## src/rtl/ctrl_pkg.sv

```systemverilog
// Shared constants for the multicycle controller: FSM states, opcodes, ALU codes,
// and the instruction class classifier used in DECODE.
package ctrl_pkg;

   typedef enum logic [2:0] {
      IDLE   = 3'd0,
      FETCH  = 3'd1,
      DECODE = 3'd2,
      EXEC   = 3'd3,
      MEM    = 3'd4,
      WB     = 3'd5,
      TRAP   = 3'd6
   } state_t;

   typedef enum logic [3:0] {
      CLS_R    = 4'd0,
      CLS_I    = 4'd1,
      CLS_LW   = 4'd2,
      CLS_SW   = 4'd3,
      CLS_BEQ  = 4'd4,
      CLS_JAL  = 4'd5,
      CLS_JALR = 4'd6,
      CLS_LUI  = 4'd7,
      CLS_ILL  = 4'd8
   } op_class_t;

   localparam logic [6:0] OP_R    = 7'b0110011;
   localparam logic [6:0] OP_I    = 7'b0010011;
   localparam logic [6:0] OP_LW   = 7'b0000011;
   localparam logic [6:0] OP_SW   = 7'b0100011;
   localparam logic [6:0] OP_BR   = 7'b1100011;
   localparam logic [6:0] OP_JAL  = 7'b1101111;
   localparam logic [6:0] OP_JALR = 7'b1100111;
   localparam logic [6:0] OP_LUI  = 7'b0110111;

   localparam logic [3:0] ALU_AND  = 4'b0000;
   localparam logic [3:0] ALU_OR   = 4'b0001;
   localparam logic [3:0] ALU_ADD  = 4'b0010;
   localparam logic [3:0] ALU_SUB  = 4'b0011;
   localparam logic [3:0] ALU_SLTU = 4'b0100;
   localparam logic [3:0] ALU_SLT  = 4'b0101;
   localparam logic [3:0] ALU_XOR  = 4'b0110;
   localparam logic [3:0] ALU_SLL  = 4'b0111;
   localparam logic [3:0] ALU_SRL  = 4'b1000;
   localparam logic [3:0] ALU_SRA  = 4'b1001;

   // Branches other than BEQ are not supported and fall into the illegal class.
   function automatic op_class_t classify(input logic [6:0] opcode, input logic [2:0] funct3);
      case (opcode)
         OP_R:    classify = CLS_R;
         OP_I:    classify = CLS_I;
         OP_LW:   classify = CLS_LW;
         OP_SW:   classify = CLS_SW;
         OP_BR:   classify = (funct3 == 3'b000) ? CLS_BEQ : CLS_ILL;
         OP_JAL:  classify = CLS_JAL;
         OP_JALR: classify = CLS_JALR;
         OP_LUI:  classify = CLS_LUI;
         default: classify = CLS_ILL;
      endcase
   endfunction

endpackage

```

## src/rtl/alu_decoder.sv

```systemverilog
// Combinational funct3/funct7-bit30 to aluctl mapping for R-type and I-ALU instructions.
module alu_decoder
   import ctrl_pkg::*;
(
   input  logic [2:0] funct3,
   input  logic       bit30,
   input  logic       is_rtype,
   output logic [3:0] aluctl
);

   // Bit 30 selects SUB only for R-type; immediates reuse that bit as data except for shifts.
   always_comb begin
      aluctl = ALU_ADD;
      case (funct3)
         3'b000:  aluctl = (is_rtype && bit30) ? ALU_SUB : ALU_ADD;
         3'b001:  aluctl = ALU_SLL;
         3'b010:  aluctl = ALU_SLT;
         3'b011:  aluctl = ALU_SLTU;
         3'b100:  aluctl = ALU_XOR;
         3'b101:  aluctl = bit30 ? ALU_SRA : ALU_SRL;
         3'b110:  aluctl = ALU_OR;
         3'b111:  aluctl = ALU_AND;
         default: aluctl = ALU_ADD;
      endcase
   end

endmodule

```

## src/rtl/multicycle_control.sv

```systemverilog
// Multicycle RV32I-subset control FSM (Moore outputs decoded from registered state).
// Optional feature: define MULTICYCLE_CONTROL_TRAP_EN to send illegal instructions to TRAP.
module multicycle_control
   import ctrl_pkg::*;
#(
   parameter int W = 32
) (
   input  logic         clk,
   input  logic         rst,
   input  logic         halt,
   input  logic [W-1:0] instruction,
   input  logic         zero,
   output logic         ir_write,
   output logic         pc_write,
   output logic         regwrite,
   output logic         memwrite,
   output logic         mem2reg,
   output logic         alusrc,
   output logic         branch,
   output logic         is_jal,
   output logic         is_jalr,
   output logic         is_lui,
   output logic [3:0]   aluctl,
   output logic         busy
);

   state_t     state_r, state_s;
   op_class_t  cls_r, dec_cls_s;
   logic [2:0] funct3_r;
   logic       bit30_r;
   logic [3:0] dec_aluctl_s;
   logic       unused_bits_s;

   // The branch outcome is resolved in the datapath, so zero never steers this FSM.
   assign unused_bits_s = ^{instruction[W-1:31], instruction[29:15], instruction[11:7], zero};
   assign dec_cls_s     = classify(instruction[6:0], instruction[14:12]);

   alu_decoder u_alu_decoder (
      .funct3   (funct3_r),
      .bit30    (bit30_r),
      .is_rtype (cls_r == CLS_R),
      .aluctl   (dec_aluctl_s)
   );

   // State register.
   always_ff @(posedge clk or posedge rst) begin
      if (rst) begin
         state_r <= IDLE;
      end else begin
         state_r <= state_s;
      end
   end

   // Instruction fields captured once in DECODE and held for the rest of the instruction.
   always_ff @(posedge clk or posedge rst) begin
      if (rst) begin
         cls_r    <= CLS_ILL;
         funct3_r <= 3'b000;
         bit30_r  <= 1'b0;
      end else if (state_r == DECODE) begin
         cls_r    <= dec_cls_s;
         funct3_r <= instruction[14:12];
         bit30_r  <= instruction[30];
      end else begin
         cls_r    <= cls_r;
         funct3_r <= funct3_r;
         bit30_r  <= bit30_r;
      end
   end

   // Next-state logic; halt matters only in IDLE and in the final pc_write cycle.
   always_comb begin
      state_s = state_r;
      case (state_r)
         IDLE:   state_s = halt ? IDLE : FETCH;
         FETCH:  state_s = DECODE;
         DECODE: begin
`ifdef MULTICYCLE_CONTROL_TRAP_EN
            state_s = (dec_cls_s == CLS_ILL) ? TRAP : EXEC;
`else
            state_s = EXEC;
`endif
         end
         EXEC: begin
            case (cls_r)
               CLS_R, CLS_I:   state_s = WB;
               CLS_LW, CLS_SW: state_s = MEM;
               default:        state_s = halt ? IDLE : FETCH;
            endcase
         end
         MEM:    state_s = (cls_r == CLS_LW) ? WB : (halt ? IDLE : FETCH);
         WB:     state_s = halt ? IDLE : FETCH;
         TRAP:   state_s = TRAP;
         default: state_s = IDLE;
      endcase
   end

   // Output decode from registered state and captured fields.
   always_comb begin
      ir_write = 1'b0;
      pc_write = 1'b0;
      regwrite = 1'b0;
      memwrite = 1'b0;
      mem2reg  = 1'b0;
      alusrc   = 1'b0;
      branch   = 1'b0;
      is_jal   = 1'b0;
      is_jalr  = 1'b0;
      is_lui   = 1'b0;
      aluctl   = 4'b0000;
      busy     = (state_r != IDLE);
      case (state_r)
         FETCH: ir_write = 1'b1;
         EXEC: begin
            case (cls_r)
               CLS_R: aluctl = dec_aluctl_s;
               CLS_I: begin
                  aluctl = dec_aluctl_s;
                  alusrc = 1'b1;
               end
               CLS_LW, CLS_SW: begin
                  aluctl = ALU_ADD;
                  alusrc = 1'b1;
               end
               CLS_BEQ: begin
                  aluctl   = ALU_SUB;
                  branch   = 1'b1;
                  pc_write = 1'b1;
               end
               CLS_JAL: begin
                  is_jal   = 1'b1;
                  regwrite = 1'b1;
                  pc_write = 1'b1;
               end
               CLS_JALR: begin
                  is_jalr  = 1'b1;
                  regwrite = 1'b1;
                  pc_write = 1'b1;
               end
               CLS_LUI: begin
                  is_lui   = 1'b1;
                  regwrite = 1'b1;
                  pc_write = 1'b1;
               end
               default: pc_write = 1'b1;
            endcase
         end
         MEM: begin
            if (cls_r == CLS_LW) begin
               mem2reg = 1'b1;
            end else begin
               memwrite = 1'b1;
               pc_write = 1'b1;
            end
         end
         WB: begin
            mem2reg  = (cls_r == CLS_LW);
            regwrite = 1'b1;
            pc_write = 1'b1;
         end
         default: busy = (state_r != IDLE);
      endcase
   end

endmodule
```

## config.mk

```make
export PLATFORM = sky130hd
export DESIGN_NAME = multicycle_control
export DESIGN_NICKNAME = d
export VERILOG_FILES = /design/src/rtl/ctrl_pkg.sv /design/src/rtl/alu_decoder.sv /design/src/rtl/multicycle_control.sv
export SDC_FILE = /design/constraint.sdc
export NUM_CORES = 1
export LEC_CHECK = 0
export ABC_AREA = 0
export CAP_MARGIN = 20
export CORE_UTILIZATION = 38
export CTS_CLUSTER_SIZE = 40
export DETAILED_ROUTE_END_ITERATION = 7
export PLACE_DENSITY = 0.8
export SLEW_MARGIN = 20
export SYNTH_ARGS = -nofsm -noshare
export SYNTH_HDL_FRONTEND = slang
export SYNTH_HIERARCHICAL = 1
export SYNTH_SLANG_ARGS = --single-unit
```

## constraint.sdc

```tcl
create_clock -name clk -period 1.8 [get_ports clk]
set_clock_uncertainty 0.05 [all_clocks]
set_input_delay 0.27 -clock clk [delete_from_list [all_inputs] [get_ports clk]]
set_output_delay 0.27 -clock clk [all_outputs]
set_load 0.03 [all_outputs]
```

# Word level (Yosys, flattened, before mapping)
# Index checks and enable logic that the tools add are counted.
# op_classes
n_mux,30
mul,0
add_sub_neg,0
n_shift,0
order_cmp,0
eq_ne,28
bitwise_logic,0
div,0
n_reduce_logical,12
# op_table
operator,n
one-hot mux 4 bit (8 select lines),2
== test 3 bit (second input constant),7
== test 7 x 6 -> 1 bit (second input constant),3
== test 7 bit (second input constant),3
two-way mux 1 bit,19
one-hot mux 3 bit (6 select lines),1
== test 4 x 3 -> 1 bit (second input constant),4
== test 3 x 2 -> 1 bit (second input constant),4
one-hot mux 4 bit (3 select lines),1
zero test 3 bit,3
== test 4 x 2 -> 1 bit (second input constant),2
two-way mux 4 bit,2
== test 7 x 2 -> 1 bit (second input constant),1
== test 7 x 5 -> 1 bit (second input constant),1
== test 3 x 1 -> 1 bit (second input constant),2
one-hot mux 3 bit (2 select lines),1
OR reduction 2 bit,3
OR reduction 3 bit,2
== test 4 x 1 -> 1 bit (second input constant),1
zero test 4 bit,1
one-hot mux 1 bit (2 select lines),2
OR reduction 4 bit,1
two-way mux 3 bit,1
one-hot mux 1 bit (3 select lines),1
other kinds (2),2
# totals
ramBits,0
memories,0
elab_cells,74
inputBits,36
latchBits,0
romBits,0
ff_bits,11
out_inout_bits,15

# Depth between registers and ports, before layout
# depth
word_depth,6
mapped_depth,7
depth_no_buf,6

# Cells and area by module
# Netlist, hierarchy kept.
# by_module_without_submodules
module,area_each_um2,n_inst,cells_each,seq_area_each_um2
multicycle_control,839.6,1,107,276.5
alu_decoder,48.8,1,8,0.0

# Worst setup path before layout
# Ideal clock, no wire load.
# synth_timing
path_type,register to output
start,register cls_r[1]
end,output aluctl[0]
required_ps,1480
path_buffers,1
t_arrival_ps,2091
path_slack_ps,-611
path_stages_with_launch,8
cell_sequence,dfrtp_1 > clkbuf_1 > nor4_1 > a21oi_1 > a2bb2oi_1 > mux2i_1 > mux2i_1 > nor4_1
# synth_via
elab_chain_cells,6
elab_cells_between_ends,12
classes_between,4 x eq/ne; 4 x mux; 4 x reduce/logical
# synth_rtl
element,line,text
start: declaration,multicycle_control.sv:28,"op_class_t cls_r, dec_cls_s;"
start signal: assignment,multicycle_control.sv:61,cls_r <= dec_cls_s;
start signal: assignment,multicycle_control.sv:65,cls_r <= cls_r;
zero test 4 bit,multicycle_control.sv:41,".is_rtype (cls_r == CLS_R),"
logical AND 1 bit,alu_decoder.sv:15,3'b000: aluctl = (is_rtype && bit30) ? ALU_SUB : ALU_ADD;
two-way mux 1 bit,alu_decoder.sv:15,
one-hot mux 4 bit (8 select lines),alu_decoder.sv:14,case (funct3)
via dec_aluctl_s[0],multicycle_control.sv:31,logic [3:0] dec_aluctl_s;
one-hot mux 4 bit (3 select lines),multicycle_control.sv:115,case (cls_r)
two-way mux 4 bit,multicycle_control.sv:112,case (state_r)
end: declaration,multicycle_control.sv:23,"output logic [3:0] aluctl,"
# The timed path passes the listed nets, and every way through them passes these cells.

# Final worst setup path
# Same ends and word-level chain as after synthesis.

==> run summary <==
Leaving out fill and tap cells, the most frequent cell in the layout is buf_4. The initial core utilization is 40.2%, and the worst hold margin is 239 ps. The final reports fail on setup timing.

The total wire length after detailed routing was 2670 um. The smallest clock period supported by the final layout is computed as 2180 ps. Yosys mapped the design onto 43 distinct sky130hd cell types.

The run gives 0 as the count of antenna-violating nets left after detailed routing. The floorplan row count was 17; the number of hold-slack violations in the final timing report was 0. Most common flop cell mapped by yosys: dfrtp_1.

The area inside the core boundary was 2210 um2. For this run, the number of Yosys warnings is 6. The via count of the first global-routing pass came out at 944.

The basic-gate share of the synthesized area counting and, or, nand and nor cells came out at 34.8%. The adder and majority cell fraction of the synthesized area works out to 0%. The peak fanout along the critical path is 2. The kind of critical path was register to output pin.

Cells with a size suffix above 1 make up 39.4% of the layout. Top cell type by total area after synthesis: dfrtp_1. The worst hold path belongs to the class input port to asynchronous set/reset pin. The cell area power density came out at 1160 nW/um2. Multiplexer cells account for 2.25% of the synthesized area.

Of the synthesized area, sequential elements account for 31.1%. Setup violations remaining at the end of the flow were counted as 12. The area fraction in compound gates after synthesis is 23.1%, and the area of combinational cells with multiple inputs is 659 um2. Across the VDD grid, the largest voltage drop is 0.000823 V. TritonCTS built the clock tree.

Of the total power, registers draw 25.8%. The leftover overflow at the end of global routing was 0. The tools report the setup slack at placement as -249 ps. Max-cap violations in this run came to 0. The tools report the post-layout instance count excluding filler cells as 193.

The critical path goes through buf_6 -> nor4_4 -> a21oi_1 -> a2bb2oi_1 -> mux2i_1 -> mux2i_1 -> nor4_4 -> buf_4. The die area came out at 2540 um2. Entering global routing, the biggest net connects 12 pins. Clock-pin slew was measured on the worst setup and hold paths at 70 ps. Averaged over all synthesized cells, the footprint is 7.72 um2. Total power: 1.74 mW. The xor and xnor fraction of the mapped netlist area works out to 1.97%. Summed over all failing endpoints, the final setup total negative slack is -1600 ps. After synthesis, the cell types taking the most area are dfrtp_1 (28%), nand2_1 (8.5%), nor2_1 (5.9%). The worst setup path is captured at an output pin.

The die is 50.4 um wide. At the end of routability-driven placement, the weighted congestion stood at 0.819. Measured along the y axis, the die boundary spans 50.4 um.

The DRC violation total after the first TritonRoute iteration came out at 17. During I/O placement, the number of pins put on the boundary was 51. For the filler cell count, the log shows 169.

In the routed design, unresolved DRC markers number 0. The analysis attributes to cell leakage a power of 0.668 nW. Counting flops with a built-in enable in the synthesized netlist gives 0.

The data arrival time of the critical path was 1860 ps. The number of pins with negative max-slew slack in the final report was 0; the wire length of the first global-routing pass was 3980 um. Net switching is 44.7% of the power. The part of the total power dissipated in the clock network is 9.2%, and the total clock sinks is 11. The overall fraction of global-route tracks in use was 19.9%.

The number of antenna violations at the first check in global routing came out at 0. Combinational logic is responsible for 65.0% of the overall power. The critical path data required time came out at 1480 ps. The post-detailed-route via-to-cell ratio is 5.58, and the number of placed instances, taps included is 179. The clock passes through at most 2 buffers. The post-layout worst setup margin came out at -383 ps.

The top cell types in the final layout, fill and taps aside, are buf_4 (25), nand2_1 (18), clkdlybuf4s50_1 (13), buf_6 (13). The tools report the clock tree root driver cell as clkbuf_4. Synthesis produced a netlist whose cell count is 115. The total number of H-tree levels is 1. The number of antenna diodes in the final layout is 0. The share of synthesized area in the top cell type comes to 28.2%. For this design, the slowest cell found on the critical path is dfrtp_1.

The synthesized design contains 11 register bits. When the netlist entered floorplanning its net count stood at 151. By area, the combinational part of the netlist is dominated by simple AND/OR/NAND/NOR gates.

The final cycle utilization of the critical path was 121%. Relative to the synthesized area, the layout overhead comes to 68.3%. Counting flops with an async set or reset pin after synthesis yields a share of 100%.

Summing all flip-flop and latch instances after layout gives 277 um2. The maximum cell stage delay along the critical path was 400 ps. The worst setup path is launched from a register. In this run the power spent charging and discharging nets is 778 uW. TritonCTS created 3 clock buffers. The relative slew slack is 73.0%, and the post-synthesis instance area is 888 um2.

Hold repair after CTS inserted 0 buffers. The clock latency reported for the late side of the worst-skew pair came out at 260 ps. For the pin with the worst max-slew slack, the measured transition is 404 ps. The detailed placer's ending HPWL is 1720 um, and the number of nets in the layout is 202.

The final route contains 1076 vias. Setup repair after global routing could not meet its margin everywhere. The first detailed-routing pass ran for 4 iterations.

The internal portion of the total power is 961 uW. The quantity of I/O buffers inserted on ports is 28. The flow ran to the end, but the final reports show violations. Derived from the worst setup path, the maximum achievable clock frequency is 458 MHz. In the final routed layout, each cell accounts on average for 13.8 um.
-- final cells by class --
cell class,count,share of cell area (%)
multi-input combinational,93,44.1
clock buffer,4,1.76
sequential,11,18.5
tap,28,2.34
timing repair buffer,52,32.1
inverter,5,1.26
-- flip-flops by register name, indices dropped and copies added, names as in the netlist --
signal and flops:
bit30_r 1, cls_r 4, funct3_r 3, state_r 3
-- worst max-delay path: cells and delay by family, from the launching register on --
kind / cells / cell delay [ps]
AND/OR/NAND/NOR: 2 / 390
multiplexers: 2 / 260
AO/OA/AOI/OAI: 2 / 220
buffers and inverters: 2 / 320
flip-flops: 1 / 400
-- per-layer routing --
layer  vias to the layer above  GRT usage, %  routed length (um)
met5                         -             0                   0
met4                         0          8.33                  47
met3                         8         0.909                  77
met2                        41          33.8                1410
met1                       515          26.3                1140
li1                        512             -                   -
-- path summary, 6_finish.rpt --
| kind | from | endpoint | slack, ps | depth (start not counted) |
|---|---|---|---|---|
| max | cls_r[1]$_DFFE_PP0P_ | aluctl[0] | -380 | 8 |
| min | rst | funct3_r[1]$_DFFE_PP0P_ | 240 | 2 |
| max reg2reg | cls_r[1]$_DFFE_PP0P_ | state_r[0]$_DFF_PP0_ | 150 | 7 |
| min reg2reg | state_r[0]$_DFF_PP0_ | state_r[1]$_DFF_PP0_ | 490 | 1 |
| max in group asynchronous | rst | cls_r[3]$_DFFE_PP1P_ | 1140 | 2 |
| min in group clk | state_r[0]$_DFF_PP0_ | state_r[1]$_DFF_PP0_ | 490 | 1 |
-- power groups by stage --
stage          combinational, mW  sequential [mW]  clock, mW
4_1_cts                    0.954            0.444      0.166
3_5_place_dp               0.864            0.449          0
2_1_floorplan              0.592            0.425          0
6_report                    1.13            0.448      0.161
5_1_grt                     1.22            0.465      0.179
3_3_place_gp               0.838            0.443          0
-- cell families (layout without fill, tap and decap cells) --
family,count (synthesis),after routing
DFF,11,11
buffers and inverters,11,61
muxes,2,2
AOI/OAI and AO/OA,28,28
xor gates and xnor gates,2,2
and+or+nand+nor,61,61
-- through the flow --
| stage | utilization (%) | instance area, um2 |
|---|---|---|
| final | 67.6 | 1500 |
| after CTS | 62.4 | 1380 |
| after global routing | 67.6 | 1500 |
| after floorplan | - | 903 |
| after detailed placement | 56.7 | 1250 |
| after global placement | 56.7 | 1250 |
-- timing repair --
action / 4_1_cts / 5_1_grt
buffers inserted: 5 / 5
gates resized for setup: 31 / 35
pin swaps: 5 / 7
setup endpoints to repair: 14 / 16
-- cell usage after synthesis, types with 2 or more instances --
library cell  instances
inv_1                 5
a32oi_1               2
a21oi_1               6
o31a_1                2
buf_6                 2
o22ai_1               2
xnor2_1               2
nand2b_1              2
nor2_1               14
nor4_1                3
o21ai_0               4
buf_2                 3
dfrtp_1              10
and2_1                3
nand2_1              20
nor3_1                6
mux2i_1               2
a32o_1                2
Power figures use the tool's default switching activity.
